===== src/rtl/mult_share_arb_pkg.sv =====
// Shared constants and types for the multiplier-sharing arbiter and its tag FIFO.
package mult_share_arb_pkg;

  localparam int DEFAULT_WIDTH     = 16;
  localparam int DEFAULT_NUM_REQ   = 4;
  localparam int DEFAULT_TAG_DEPTH = 8;

  // Width of a requester index; never below one bit so ports stay legal.
  function automatic int TAG_W(input int num_req);
    return (num_req > 1) ? $clog2(num_req) : 1;
  endfunction

  typedef logic [TAG_W(DEFAULT_NUM_REQ)-1:0] tag_t;

endpackage


===== src/rtl/mult_tag_fifo.sv =====
// In-flight tag FIFO: synchronous, power-of-2 depth, push and pop allowed together when full.
module mult_tag_fifo
  import mult_share_arb_pkg::*;
#(
  parameter int DEPTH = DEFAULT_TAG_DEPTH,
  parameter int W     = TAG_W(DEFAULT_NUM_REQ)
) (
  input  logic                  clk,
  input  logic                  rst,
  input  logic                  push,
  input  logic                  pop,
  input  logic [W-1:0]          din,
  output logic [W-1:0]          dout,
  output logic                  full,
  output logic                  empty,
  output logic [$clog2(DEPTH):0] count
);

  localparam int AW = $clog2(DEPTH);

  logic [W-1:0]  mem [DEPTH];
  logic [AW-1:0] wr_ptr;
  logic [AW-1:0] rd_ptr;
  logic          do_push;
  logic          do_pop;

  assign empty   = (count == '0);
  assign full    = (count == (AW+1)'(DEPTH));
  assign do_pop  = pop && !empty;
  // A pop in the same cycle frees the slot the push needs.
  assign do_push = push && (!full || do_pop);
  assign dout    = mem[rd_ptr];

  // NOTE: sequential state uses non-blocking assignments so every register sees pre-edge values.
  always_ff @(posedge clk) begin
    if (!rst) begin
      wr_ptr <= '0;
      rd_ptr <= '0;
      count  <= '0;
    end else begin
      if (do_push) wr_ptr <= wr_ptr + AW'(1);
      if (do_pop)  rd_ptr <= rd_ptr + AW'(1);
      count <= count + (AW+1)'(do_push) - (AW+1)'(do_pop);
    end
  end

  // NOTE: storage is deliberately not reset; count/empty gate every read, so stale entries are never used.
  always_ff @(posedge clk) begin
    if (do_push) mem[wr_ptr] <= din;
  end

endmodule


===== src/rtl/mult_share_arb.sv =====
// Shares one pipelined multiplier among NUM_REQ requesters; results return in issue order via a tag FIFO.
// Define MULT_SHARE_ARB_FIXED_PRIO_EN for fixed priority (lowest index wins) instead of round-robin.
module mult_share_arb
  import mult_share_arb_pkg::*;
#(
  parameter int WIDTH     = DEFAULT_WIDTH,
  parameter int NUM_REQ   = DEFAULT_NUM_REQ,
  parameter int TAG_DEPTH = DEFAULT_TAG_DEPTH
) (
  input  logic                     clk,
  input  logic                     rst,
  input  logic [NUM_REQ-1:0]       req_valid,
  output logic [NUM_REQ-1:0]       req_ready,
  input  logic [NUM_REQ*WIDTH-1:0] req_a,
  input  logic [NUM_REQ*WIDTH-1:0] req_b,
  output logic [NUM_REQ-1:0]       resp_valid,
  output logic [2*WIDTH-1:0]       resp_product,
  output logic [WIDTH-1:0]         mul_a,
  output logic [WIDTH-1:0]         mul_b,
  output logic                     mul_valid_in,
  input  logic [2*WIDTH-1:0]       mul_product,
  input  logic                     mul_valid_out,
  output logic                     busy,
  output logic                     err
);

  localparam int TAG_BITS = TAG_W(NUM_REQ);
  localparam int CNT_W    = $clog2(TAG_DEPTH) + 1;

  logic [TAG_BITS-1:0] grant_idx;
  logic                grant_found;
  logic                can_accept;
  logic [TAG_BITS-1:0] head_tag;
  logic                fifo_pop;
  logic                fifo_full;
  logic                fifo_empty;
  logic [CNT_W-1:0]    fifo_count;

  // A result with no tag outstanding is spurious: it is not routed and only flags err.
  assign fifo_pop = mul_valid_out && !fifo_empty;

`ifdef MULT_SHARE_ARB_FIXED_PRIO_EN
  // NOTE: outputs get defaults before any branch so every path assigns them and no latch is inferred.
  always_comb begin
    grant_idx   = '0;
    grant_found = 1'b0;
    for (int i = NUM_REQ - 1; i >= 0; i--) begin
      if (req_valid[i]) begin
        grant_found = 1'b1;
        grant_idx   = TAG_BITS'(i);
      end
    end
  end
`else
  logic [TAG_BITS-1:0] last_grant;

  // NOTE: outputs get defaults before any branch so every path assigns them and no latch is inferred.
  always_comb begin
    grant_idx   = '0;
    grant_found = 1'b0;
    for (int k = 1; k <= NUM_REQ; k++) begin
      if (!grant_found && req_valid[TAG_BITS'((int'(last_grant) + k) % NUM_REQ)]) begin
        grant_found = 1'b1;
        grant_idx   = TAG_BITS'((int'(last_grant) + k) % NUM_REQ);
      end
    end
  end

  // Reset to the last index so requester 0 is searched first.
  always_ff @(posedge clk) begin
    if (!rst)            last_grant <= TAG_BITS'(NUM_REQ - 1);
    else if (can_accept) last_grant <= grant_idx;
  end
`endif

  // Grant is withheld in reset so nothing is accepted on a resetting edge.
  assign can_accept = rst && grant_found && (!fifo_full || fifo_pop);
  assign req_ready  = can_accept ? (NUM_REQ'(1) << grant_idx) : '0;

  always_ff @(posedge clk) begin
    if (!rst) begin
      mul_valid_in <= 1'b0;
      mul_a        <= '0;
      mul_b        <= '0;
      resp_valid   <= '0;
      resp_product <= '0;
      err          <= 1'b0;
    end else begin
      mul_valid_in <= can_accept;
      if (can_accept) begin
        mul_a <= req_a[grant_idx*WIDTH +: WIDTH];
        mul_b <= req_b[grant_idx*WIDTH +: WIDTH];
      end
      resp_valid <= fifo_pop ? (NUM_REQ'(1) << head_tag) : '0;
      if (fifo_pop) resp_product <= mul_product;
      if (mul_valid_out && fifo_empty) err <= 1'b1;
    end
  end

  assign busy = (fifo_count != '0) || mul_valid_in || (|resp_valid);

  mult_tag_fifo #(
    .DEPTH (TAG_DEPTH),
    .W     (TAG_BITS)
  ) u_tag_fifo (
    .clk   (clk),
    .rst   (rst),
    .push  (can_accept),
    .pop   (fifo_pop),
    .din   (grant_idx),
    .dout  (head_tag),
    .full  (fifo_full),
    .empty (fifo_empty),
    .count (fifo_count)
  );

endmodule


===== config.mk =====
export PLATFORM = sky130hd
export DESIGN_NAME = mult_share_arb
export DESIGN_NICKNAME = d
export VERILOG_FILES = /design/src/rtl/mult_share_arb_pkg.sv /design/src/rtl/mult_tag_fifo.sv /design/src/rtl/mult_share_arb.sv
export SDC_FILE = /design/constraint.sdc
export NUM_CORES = 1
export LEC_CHECK = 0
export BUFFER_PORTS_ARGS = -buffer_cell sky130_fd_sc_hd__buf_2
export CAP_MARGIN = 20
export CORE_UTILIZATION = 41
export DETAILED_ROUTE_END_ITERATION = 8
export PLACE_DENSITY = 0.87
export SYNTH_ARGS = -nofsm -noshare
export SYNTH_HDL_FRONTEND = slang
export SYNTH_HIERARCHICAL = 1
export SYNTH_SLANG_ARGS = --single-unit
export TNS_END_PERCENT = 50

===== constraint.sdc =====
create_clock -name clk -period 2.8 [get_ports clk]
set_input_delay 0.14 -clock clk [delete_from_list [all_inputs] [get_ports clk]]
set_output_delay 0.14 -clock clk [all_outputs]
set_load 0.05 [all_outputs]

## After elaboration in Yosys (flattened, before gate mapping)

Memory sizes are Yosys's and may differ from the RTL's. A register that Yosys moved wholly into a read port is not among the register bits.
Index checks and enable logic that the tools add are counted.

| cells by class | value |
|---|---|
| $add $sub $neg | 8 |
| magnitude comparators | 4 |
| eq/ne operators | 1 |
| shift-type cells | 4 |
| multiplexer cells | 25 |
| reduce and logical (&&, ||, !) cells | 22 |

Operators by type and width:

| kind | number |
|---|---|
| indexed part select 64 x 7 -> 16 bit | 2 |
| less-than comparator 2 x 4 -> 1 bit, second input constant | 4 |
| two-way mux 1 bit | 14 |
| logical AND 1 bit | 9 |
| binary-select mux 1 bit (select 2 bit) | 4 |
| two-way mux 2 bit | 4 |
| << shifter 1 x 2 -> 4 bit, first input constant | 2 |
| adder 3 x 1 -> 3 bit, second input constant | 2 |
| two-way mux 3 bit | 2 |
| zero test 1 bit | 5 |
| adder 2 x 1 -> 2 bit, second input constant | 2 |
| adder 2 bit, second input constant | 2 |
| adder 4 x 1 -> 4 bit | 1 |
| equality test 4 bit, second input constant | 1 |
| zero test 4 bit | 1 |
| logical OR 1 bit | 4 |
| two-way mux 4 bit | 1 |
| nonzero test 4 bit | 1 |
| OR reduction 4 bit | 1 |
| subtractor 4 x 1 -> 4 bit | 1 |
| AND reduction 2 bit | 1 |

| word-level totals | value |
|---|---|
| register bits | 82 |
| memory bits (writable) | 16 |
| output and inout bits | 75 |
| logic and storage cells | 75 |
| memories kept | 1 |

Memory list:

| memory | depth | width | read ports | clocked after memory_dff | wr ports | line | RTL |
|---|---|---|---|---|---|---|---|
| u_tag_fifo.mem | 8 | 2 | 1 | 1 | 1 | mult_tag_fifo.sv:21 | `logic [W-1:0] mem [DEPTH];` |

## Logic depth before layout (Yosys ltp)

Gate-level depths: netlist of run 1.

| depth | value |
|---|---|
| word-level depth | 19 |
| gate-level depth with buffers | 15 |
| gate-level depth less buffers | 13 |

## Cells and area by module

The synthesis of run 1 kept the hierarchy.

By module, submodules not included:

| module | times used | cells an instance | area an instance (um2) | sequential area each (um2) |
|---|---|---|---|---|
| mult_share_arb | 1 | 372 | 3447.1 | 1441.4 |
| mult_tag_fifo | 1 | 115 | 1378.8 | 740.7 |

## Worst setup path before layout of run 1

No wires, ideal clock.

| path | value |
|---|---|
| path type | register to register |
| from | reg u_tag_fifo.count[2] |
| to | reg u_tag_fifo.count[2] |
| data arrival time | 2853 ps |
| required time | 2682 ps |
| path slack | -171 ps |
| cell stages (with the launch flop) | 16 |
| path buffers | 3 |
| clock period less this slack | 2971 ps |
| cells stage by stage | dfxtp_1 > inv_1 > ha_1 > nor3b_1 > nand2b_1 > buf_2 > clkinv_1 > clkbuf_1 > nor2b_1 > clkbuf_1 > mux2i_1 > ha_1 > inv_1 > fa_1 > xor2_1 > nor2_1 |

| between the ends | value |
|---|---|
| cells in the longest elaborated chain, start to end | 8 |
| elaborated cells on any way between the ends | 12 |
| classes of those cells | add/sub (2); eq/ne (1); reduce/logical (9) |

Ends and longest elaborated chain:

| element | line | RTL |
|---|---|---|
| from (decl) | mult_tag_fifo.sv:16 | `output logic [$clog2(DEPTH):0] count` |
| from (signal assigned) | mult_tag_fifo.sv:43 | `count <= count + (AW+1)'(do_push) - (AW+1)'(do_pop);` |
| zero test 4 bit (*) | mult_tag_fifo.sv:27 | `assign empty = (count == '0);` |
| via fifo_empty | mult_share_arb.sv:36 | `logic fifo_empty;` |
| zero test 1 bit (*) | mult_share_arb.sv:40 | `assign fifo_pop = mul_valid_out && !fifo_empty;` |
| logical AND 1 bit (*) | mult_share_arb.sv:40 |  |
| via fifo_pop | mult_share_arb.sv:34 | `logic fifo_pop;` |
| logical OR 1 bit or logical AND 1 bit (tied branches) | mult_share_arb.sv:77, mult_tag_fifo.sv:29 |  |
| logical AND 1 bit or logical OR 1 bit (tied branches) | mult_share_arb.sv:77, mult_tag_fifo.sv:31 |  |
| logical AND 1 bit | mult_tag_fifo.sv:31 | `assign do_push = push && (!full \|\| do_pop);` |
| adder 4 x 1 -> 4 bit | mult_tag_fifo.sv:43 |  |
| subtractor 4 x 1 -> 4 bit (*) | mult_tag_fifo.sv:43 |  |

The timed path passes the listed nets; every way through them passes the cells marked *.
A chain may end at the register's enable or synchronous reset.

## Worst setup path in the final report of run 1

| path | value |
|---|---|
| from | reg u_tag_fifo.count[2] |
| to | reg u_tag_fifo.count[2] |

| between the ends | value |
|---|---|
| cells in the longest elaborated chain, start to end | 8 |
| elaborated cells on any way between the ends | 12 |
| classes of those cells | add/sub (2); eq/ne (1); reduce/logical (9) |

Ends and longest elaborated chain:

| element | line | RTL |
|---|---|---|
| zero test 4 bit | mult_tag_fifo.sv:27 |  |
| via fifo_empty | mult_share_arb.sv:36 |  |
| zero test 1 bit | mult_share_arb.sv:40 |  |
| logical AND 1 bit | mult_share_arb.sv:40 |  |
| logical OR 1 bit | mult_share_arb.sv:77 | `assign can_accept = rst && grant_found && (!fifo_full \|\| fifo_pop);` |
| logical AND 1 bit | mult_share_arb.sv:77 |  |
| via can_accept | mult_share_arb.sv:32 | `logic can_accept;` |
| logical AND 1 bit | mult_tag_fifo.sv:31 |  |
| adder 4 x 1 -> 4 bit | mult_tag_fifo.sv:43 |  |
| subtractor 4 x 1 -> 4 bit | mult_tag_fifo.sv:43 |  |

The timed path passes the listed nets, and every way through them passes these cells.

==> flow_summary.toml, run 1 <==
[worst_setup_path]
critPathArrivalTime_ns = 2.91
end_kind = "flop"
cp.required_ns = 3.03
timing.critical_path.slowest_stage_cell = "dfxtp_1"
crit_type = "flop to flop"
worstPathMaxFanout = 5
crit_chain = "inv_1 -> ha_1 -> nor3b_2 -> nand2b_2 -> a22oi_2 -> and2_2 -> nand2_1 -> mux2i_1 -> ha_1 -> inv_1 -> fa_1 -> xor2_1 -> nor2_1"
start_kind = "flop"
cpPeakStageDelay_ns = 0.37

[layout]
drive_gt1_share_pct = 41.22
insertedDiodeCount = 0
instances_no_fill = 866
multi_input_area_mm2 = 0.002449
nets = 893
fillers = 1000
ff_latch_area_mm2 = 0.002182
final_design_area_no_fill_mm2 = 0.006486
area_delta_synth_final_pct = 34.40

[clock_network]
cts_tree = "built"
worst_skew_pair.late_latency_ns = 0.34
cts_setup_buffers = 0
cts.htree.levels = 3
clock_path_buffers = 2
clkSinkCount = 101
numCtsBuffers = 9
hold_buffers = 0
cts_resized = 3
clk_pin_slew_ns = 0.08
root_buffer = "clkbuf_16"

[synthesis]
ys_warn_count = 6
yosys-top-cells-area = "dfxtp_1 35%, mux2i_1 14%, edfxtp_1 10%, nand2_1 7.5%, a21boi_0 5.0%"
synth_cell_types = 53
syn_area_mm2 = 0.004826
ys_ff_latch = 101
async_reset_ff_share_pct = 0
synth.most_common_cell = "nand2_1"
yosysTopAreaCell = "dfxtp_1"
yosysSeqAreaShare_pct = 45.22
syn_nets = 662
synth_top_area_share_pct = 35.26
ys.flop_type = "dfxtp_1"
synth_edf_count = 16
syn-instance-count = 487
syn_avg_cell_area_um2 = 9.909
synth_commonest_cells = "96 x nand2_1, 85 x dfxtp_1, 69 x mux2i_1"

[pwr]
leakage_uw = 0.003103
power.density_mw_per_mm2 = 956.6
irDropWorstVdd_mv = 0.6089

[timing]
fin_crit_sh_pct = 95.82
slew_violations = 0
tns_ns = 0
finalHoldViolCount = 0
worst_pin_slew_ns = 0.8427
fmax_mhz = 372.7
relSlewSlack_pct = 43.82
skew_ns = 0.008214
min_period_ns = 2.683
setup_viol = 0
worst_hold_slack_ns = 0.02998

[grt]
track_usage_pct = 20.53
grt_max_degree = 50
grt_pass1_wl_um = 20310
gr-total-overflow = 0
antenna_found_initial = 0
grt_pass1_vias = 4286

[floorplan]
fp-row-count = 39
ioPinCount = 242
die_area_mm2 = 0.01221
die_y_um = 110.5
core-area_mm2 = 0.01147
die_x_um = 110.5
initial_core_util_pct = 42.08

[routing]
vias = 4464
post_drt_wl_per_cell_um = 14.94
drtIter0Drc = 183
first_pass_iters = 4
ant_nets = 0
drc = 0
viasPerCell = 5.155
routed_wirelength_um = 12940

[placed_design]
placed_cells = 850
dp_hpwl_um = 9673
place_congestion = 0.8405
io_buffers = 241
placed_area_mm2 = 0.006151

[min_path]
hold_class = "input pin to flop"

[run]
maxCapViolations = 0

[outcome]
status = "finished clean"
-- through the flow --
| stage | worst slack, ns | total power (uW) | utilization (%) |
|---|---|---|---|
| after floorplan | 0.003747 | 4249 | - |
| after global placement | 0.3032 | 4895 | 53.64 |
| after detailed placement | 0.1473 | 4963 | 53.64 |
| after CTS | 0.01171 | 6223 | 56.36 |
| after global routing | -0.002957 | 6526 | 56.56 |
| final | 0.1170 | 6205 | 56.56 |
-- cell families (layout without fill, tap and decap cells) --
group | after synthesis | after routing | share of synthesized area [%]
fa+ha+maj | 8 | 8 | 2.230
flops | 101 | 101 | 45.22
xor+xnor | 1 | 1 | 0.1815
mux | 75 | 75 | 16.65
buf+inv | 45 | 281 | 4.641
compound gates | 91 | 91 | 15.32
simple gates | 166 | 166 | 15.76
-- worst max-delay path: cells and delay by family (launching register included) --
kind	cells	cell delay, ns
XOR/XNOR	1	0.18
AO/OA/AOI/OAI	1	0.16
AND/OR/NAND/NOR	5	0.77
buffers and inverters	2	0.15
flip-flops	1	0.37
adder cells (fa/ha/maj)	3	0.79
multiplexers	1	0.13
-- worst paths after layout --
| path | start | end | slack [ns] | depth (start not counted) |
|---|---|---|---|---|
| hold / removal | mul_product[0] | resp_product[0]$_SDFFE_PN0P_ | 0.03 | 3 |
| setup / recovery | u_tag_fifo/count[2]$_SDFF_PN0_ | u_tag_fifo/count[2]$_SDFF_PN0_ | 0.12 | 13 |
| hold reg to reg | resp_product[14]$_SDFFE_PN0P_ | resp_product[14]$_SDFFE_PN0P_ | 0.46 | 2 |
| setup reg to reg | u_tag_fifo/count[2]$_SDFF_PN0_ | u_tag_fifo/count[2]$_SDFF_PN0_ | 0.12 | 13 |
-- layer usage --
layer,wire [um],vias up,global-route usage [%]
met1,5357,2108,23.71
li1,-,2210,-
met3,470,16,3.622
met2,6911,130,38.05
met5,0,-,0
met4,200,0,6.578
-- registers in the layout, summed over array words and instances, names as in the netlist, named ones only --
name / flops
u_tag_fifo/rd_ptr: 3
mul_b: 16
u_tag_fifo/mem: 16
u_tag_fifo/count: 4
u_tag_fifo/wr_ptr: 3
mul_valid_in: 1
resp_product: 32
resp_valid: 4
mul_a: 16
err: 1
last_grant: 2
-- layout make-up --
| type | instances | share of cell area, % |
|---|---|---|
| Clock buffer | 9 | 3.472 |
| Clock inverter | 7 | 1.215 |
| Inverter | 12 | 0.7716 |
| Multi-Input combinational cell | 341 | 37.75 |
| Sequential cell | 101 | 33.64 |
| Tap cell | 143 | 2.758 |
| Timing Repair Buffer | 253 | 20.39 |
-- power by group --
part / internal, uW / switching (uW)
Sequential: 1840 / 213
Clock: 635 / 607
Combinational: 905 / 2000
-- layout by cell type, fill, tap and decap left out, types with 5 or more instances in the layout --
master       n
a21boi_0    32
o221ai_1    21
dfxtp_1     85
clkbuf_16    9
buf_4       12
nand2b_1     8
mux2i_1     69
o21ai_0     12
a21oi_1      6
a221oi_2     9
inv_1        8
nand3_1      7
nand2_1     95
edfxtp_1    16
nor2b_1      5
ha_1         7
buf_2      237
nor3_1       8
nor2_1      17
(Power assumes the default switching activity.)
==> inputs of run 2 (changes only) <==
--- a/config.mk
+++ b/config.mk
@@ -7,6 +7,7 @@
 export LEC_CHECK = 0
 export BUFFER_PORTS_ARGS = -buffer_cell sky130_fd_sc_hd__buf_2
 export CAP_MARGIN = 20
+export CORE_MARGIN = 2
 export CORE_UTILIZATION = 41
 export DETAILED_ROUTE_END_ITERATION = 8
 export PLACE_DENSITY = 0.87
==> run 2 against run 1 <==
Total power is 1.3% higher. Critical path depth fell by 3. Global-route usage down 0.48 points. Clock power is 7% higher. Count of clock-buffer cells in the layout did not move. Die area increased by 3.7%. Core utilization increased by 0.098 points. Sequential share of layout area is 0.058 points lower. Register-to-register slack improved by 0.07 ns. Highest routed layer unchanged.
==> flow_summary.toml, run 2 (synthesis results as in run 1) <==
[outcome]
status = "finished clean"

[grt]
antenna_found_initial = 0
grt_pass1_wl_um = 20490
grt_max_degree = 66
grt_pass1_vias = 4363
track_usage_pct = 20.05
gr-total-overflow = 0

[floorplan]
fp-row-count = 39
die_x_um = 112.5
initial_core_util_pct = 42.08
ioPinCount = 242
die_area_mm2 = 0.01265
core-area_mm2 = 0.01147
die_y_um = 112.5

[layout]
drive_gt1_share_pct = 41.16
insertedDiodeCount = 0
area_delta_synth_final_pct = 34.64
final_design_area_no_fill_mm2 = 0.006497
final_cell_mix = "239 x buf_2, 95 x nand2_1, 85 x dfxtp_1"
largest_register_ffs = 32
instances_no_fill = 867
largest-register = "resp_product"
nets = 894
final_common_cell = "buf_2"

[timing]
slew_violations = 0
rsz0062_at_grt = "no"
tns_ns = 0
worst_pin_slew_ns = 0.5533
fin_crit_sh_pct = 93.43
finalHoldViolCount = 0
skew_ns = 0.01196
setup_viol = 0
min_period_ns = 2.616
relSlewSlack_pct = 63.11
fmax_mhz = 382.3

[placed_design]
place_congestion = 0.8574
dp_hpwl_um = 9820
io_buffers = 241
placed_area_mm2 = 0.006158
placed_cells = 851

[routing]
post_drt_wl_per_cell_um = 15.04
drc = 0
wl_met1_um = 5201
highest_layer = "met4"
vias = 4465
drtIter0Drc = 259
ant_nets = 0
routed_wirelength_um = 13040
viasPerCell = 5.150
met2WireLength_um = 6908
wl_met3_um = 671
first_pass_iters = 4

[clock_network]
worst_skew_pair.late_latency_ns = 0.34
clock_path_buffers = 2
root_buffer = "clkbuf_16"
clk_pin_slew_ns = 0.08
numCtsBuffers = 9
cts.htree.levels = 3
cts_tree = "built"
clkSinkCount = 101

[worst_setup_path]
critPathMostFrequentCell = "buf_4"
crit_chain = "inv_1 -> ha_1 -> nor3b_4 -> nand2b_1 -> a22oi_2 -> and2_2 -> buf_4 -> nand2_2 -> nor2_1 -> buf_4"
crit_type = "flop to primary output"
timing.critical_path.slowest_stage_cell = "dfxtp_1"
start_kind = "flop"
cpPeakStageDelay_ns = 0.34
critPathArrivalTime_ns = 2.48
worstPathMaxFanout = 14
cp.required_ns = 2.66
end_kind = "primary output"

[pwr]
p_total_uw = 6287
power.density_mw_per_mm2 = 967.5
leakage_uw = 0.003109
irDropWorstVdd_mv = 0.6061

[run]
maxCapViolations = 0

[min_path]
hold_class = "input pin to flop"
-- run 2: critical path, delay by kind of cell, from the launching register on --
family	cells	cell delay (ns)
adders and majority gates	1	0.24
AOI/OAI and AO/OA	1	0.17
buffers and inverters	3	0.49
DFF	1	0.34
and+or+nand+nor	5	0.90
-- run 2: worst paths after layout --
check,from,to,slack [ns],cells past startpoint
max,u_tag_fifo/count[2]$_SDFF_PN0_,req_ready[1],0.18,10
min,mul_product[24],resp_product[24]$_SDFFE_PN0P_,0.03,3
max reg2reg,u_tag_fifo/count[2]$_SDFF_PN0_,u_tag_fifo/count[3]$_SDFF_PN0_,0.19,11
min reg2reg,mul_b[5]$_SDFFE_PN0P_,mul_b[5]$_SDFFE_PN0P_,0.46,2
-- run 2: repair_timing --
item / in CTS / in global routing
setup endpoints to repair: 2 / 27
gates resized for setup: 1 / 7
hold endpoints to repair: 0 / 0
hold buffers: 0 / 0
buffers inserted: 0 / 0
-- run 2: through the flow --
stage          util (%)  hold slack, ns  worst slack [ns]
2_1_floorplan         -          0.2849          0.003747
3_3_place_gp      53.70          0.3915            0.3091
3_5_place_dp      53.70          0.3992            0.1611
4_1_cts           56.54         0.02449           0.04137
5_1_grt           56.66         0.03745          0.007248
6_report          56.66         0.03277            0.1841
-- run 2: power by group --
part | switching, uW | leakage [uW] | total (uW) | internal (uW)
combinational | 1990 | 0.00210 | 2900 | 912
sequential | 221 | 0.000847 | 2060 | 1840
clock | 599 | 0.000159 | 1330 | 727
-- run 2: final cells by class --
type | instances | area, um2
Fill cell | 965 | 4970
Multi-Input combinational cell | 341 | 2442
Tap cell | 143 | 178.9
Inverter | 12 | 50.05
Clock buffer | 9 | 225.2
Timing Repair Buffer | 254 | 1321
Sequential cell | 101 | 2182
Clock inverter | 7 | 97.59
-- run 2: layer usage --
| metal | up-vias | global-route usage (%) |
|---|---|---|
| li1 | 2212 | - |
| met1 | 2072 | 23.37 |
| met2 | 157 | 37.03 |
| met3 | 24 | 3.348 |
| met4 | 0 | 7.073 |
| met5 | - | 0 |
==> inputs of run 3 (changes only) <==
==> constraint.sdc (replaced) <==
create_clock -name clk -period 2.8 [get_ports clk]
set_input_delay 0.56 -clock clk [delete_from_list [all_inputs] [get_ports clk]]
set_output_delay 0.56 -clock clk [all_outputs]
set_load 0.05 [all_outputs]
==> run 3 against run 2 <==
Critical path depth shrank 1. Global-route usage shrank 0.18 points. Clock power shrank 9%. Sequential cell count is the same. Core utilization grew 0.098 points. Die area is the same. First-iteration DRC count shrank 30%. Critical path type unchanged.
==> flow_summary.toml, run 3 (synthesis results as in run 1) <==
[timing]
relSlewSlack_pct = 60.75
slew_violations = 0
finalHoldViolCount = 0
setup_viol = 0
fmax_mhz = 375.7
min_period_ns = 2.662
worst_pin_slew_ns = 0.5888
skew_ns = 0.005602
rsz0062_at_grt = "no"
fin_crit_sh_pct = 95.06
worst_hold_slack_ns = 0.4531

[floorplan]
fp-row-count = 39
ioPinCount = 242
die_area_mm2 = 0.01265
initial_core_util_pct = 42.08
die_x_um = 112.5
core-area_mm2 = 0.01147
die_y_um = 112.5

[clock_network]
worst_skew_pair.late_latency_ns = 0.35
cts_setup_buffers = 0
clk_pin_slew_ns = 0.07
cts.htree.levels = 3
clkSinkCount = 101
root_buffer = "clkbuf_16"
numCtsBuffers = 9
clock_path_buffers = 2
cts_tree = "built"

[placed_design]
dp_hpwl_um = 9511
placed_area_mm2 = 0.006168
place_congestion = 0.8364
io_buffers = 241
placed_cells = 853

[worst_setup_path]
critPathArrivalTime_ns = 2.10
end_kind = "primary output"
start_kind = "flop"
crit_type = "flop to primary output"
cp.required_ns = 2.24
worstPathMaxFanout = 7

[routing]
drc = 0
wl_met1_um = 5060
wl_met3_um = 592
routed_wirelength_um = 12630
vias = 4410
viasPerCell = 5.075
ant_nets = 0
drtIter0Drc = 181
first_pass_iters = 5
post_drt_wl_per_cell_um = 14.53
highest_layer = "met4"
met2WireLength_um = 6748

[layout]
final_design_area_no_fill_mm2 = 0.006509
nets = 896
instances_no_fill = 869
final_cell_mix = "237 x buf_2, 95 x nand2_1, 85 x dfxtp_1"
insertedDiodeCount = 0
final_common_cell = "buf_2"
area_delta_synth_final_pct = 34.87
drive_gt1_share_pct = 41.60
largest-register = "resp_product"
largest_register_ffs = 32

[pwr]
p_total_uw = 6175
power.density_mw_per_mm2 = 948.8
irDropWorstVdd_mv = 0.6721
leakage_uw = 0.003107

[min_path]
hold_class = "input pin to flop"

[outcome]
status = "finished clean"

[run]
maxCapViolations = 0

[grt]
grt_pass1_wl_um = 20180
grt_pass1_vias = 4298
grt_max_degree = 66
gr-total-overflow = 0
antenna_found_initial = 0
track_usage_pct = 19.87
-- run 3: path summary, 6_finish.rpt --
| check | from | endpoint | slack [ns] | cells after the start |
|---|---|---|---|---|
| setup / recovery | u_tag_fifo/count[2]$_SDFF_PN0_ | req_ready[1] | 0.14 | 9 |
| hold / removal | mul_product[0] | resp_product[0]$_SDFFE_PN0P_ | 0.45 | 3 |
| setup reg to reg | u_tag_fifo/count[2]$_SDFF_PN0_ | u_tag_fifo/count[2]$_SDFF_PN0_ | 0.32 | 13 |
| hold reg to reg | resp_product[30]$_SDFFE_PN0P_ | resp_product[30]$_SDFFE_PN0P_ | 0.46 | 2 |
-- run 3: power breakdown --
| group | internal [uW] | leakage, uW | total [uW] | switching [uW] |
|---|---|---|---|---|
| logic | 932 | 0.00212 | 2910 | 1980 |
| registers | 1840 | 0.000847 | 2050 | 210 |
| clock network | 626 | 0.000139 | 1210 | 584 |
| total | 3400 | 0.00311 | 6180 | 2770 |
-- run 3: per-stage QoR --
step	utilization [%]	setup WS [ns]	setup TNS, ns
6_report	56.76	0.1383	0
5_1_grt	56.76	0.01636	0
4_1_cts	56.64	0.03342	0
3_5_place_dp	53.79	0.03492	0
3_3_place_gp	53.79	0.1751	0
2_1_floorplan	-	-0.1847	-1.022
-- run 3: area by class of cell --
class | instances | area [um2]
well taps | 143 | 178.9
repair buffers | 256 | 1349
flip-flops and latches | 101 | 2182
multi-input cells | 341 | 2455
inverters | 12 | 50.05
clock inverters | 7 | 68.82
fillers | 970 | 4959
clock buffers | 9 | 225.2
-- run 3: layer usage --
layer	vias up	GRT usage, %
li1	2215	-
met1	2035	22.69
met2	144	36.59
met3	16	4.104
met4	0	7.154
met5	-	0
-- run 3: repair_timing --
item | CTS | global route
setup endpoints to repair | 4 | 4
resized for setup | 12 | 3
hold buffers | 0 | 0
pin swaps | 0 | 0
gates cloned | 0 | 0
-- run 3: worst max-delay path, stage by stage, from the launching register on --
cell      delay [ns]
dfxtp_1         0.35
inv_1           0.09
ha_1            0.23
nor3b_4         0.17
nand2b_4        0.17
a22oi_2         0.14
and2_4          0.21
nand2_2         0.10
nor2_2          0.12
buf_6           0.17
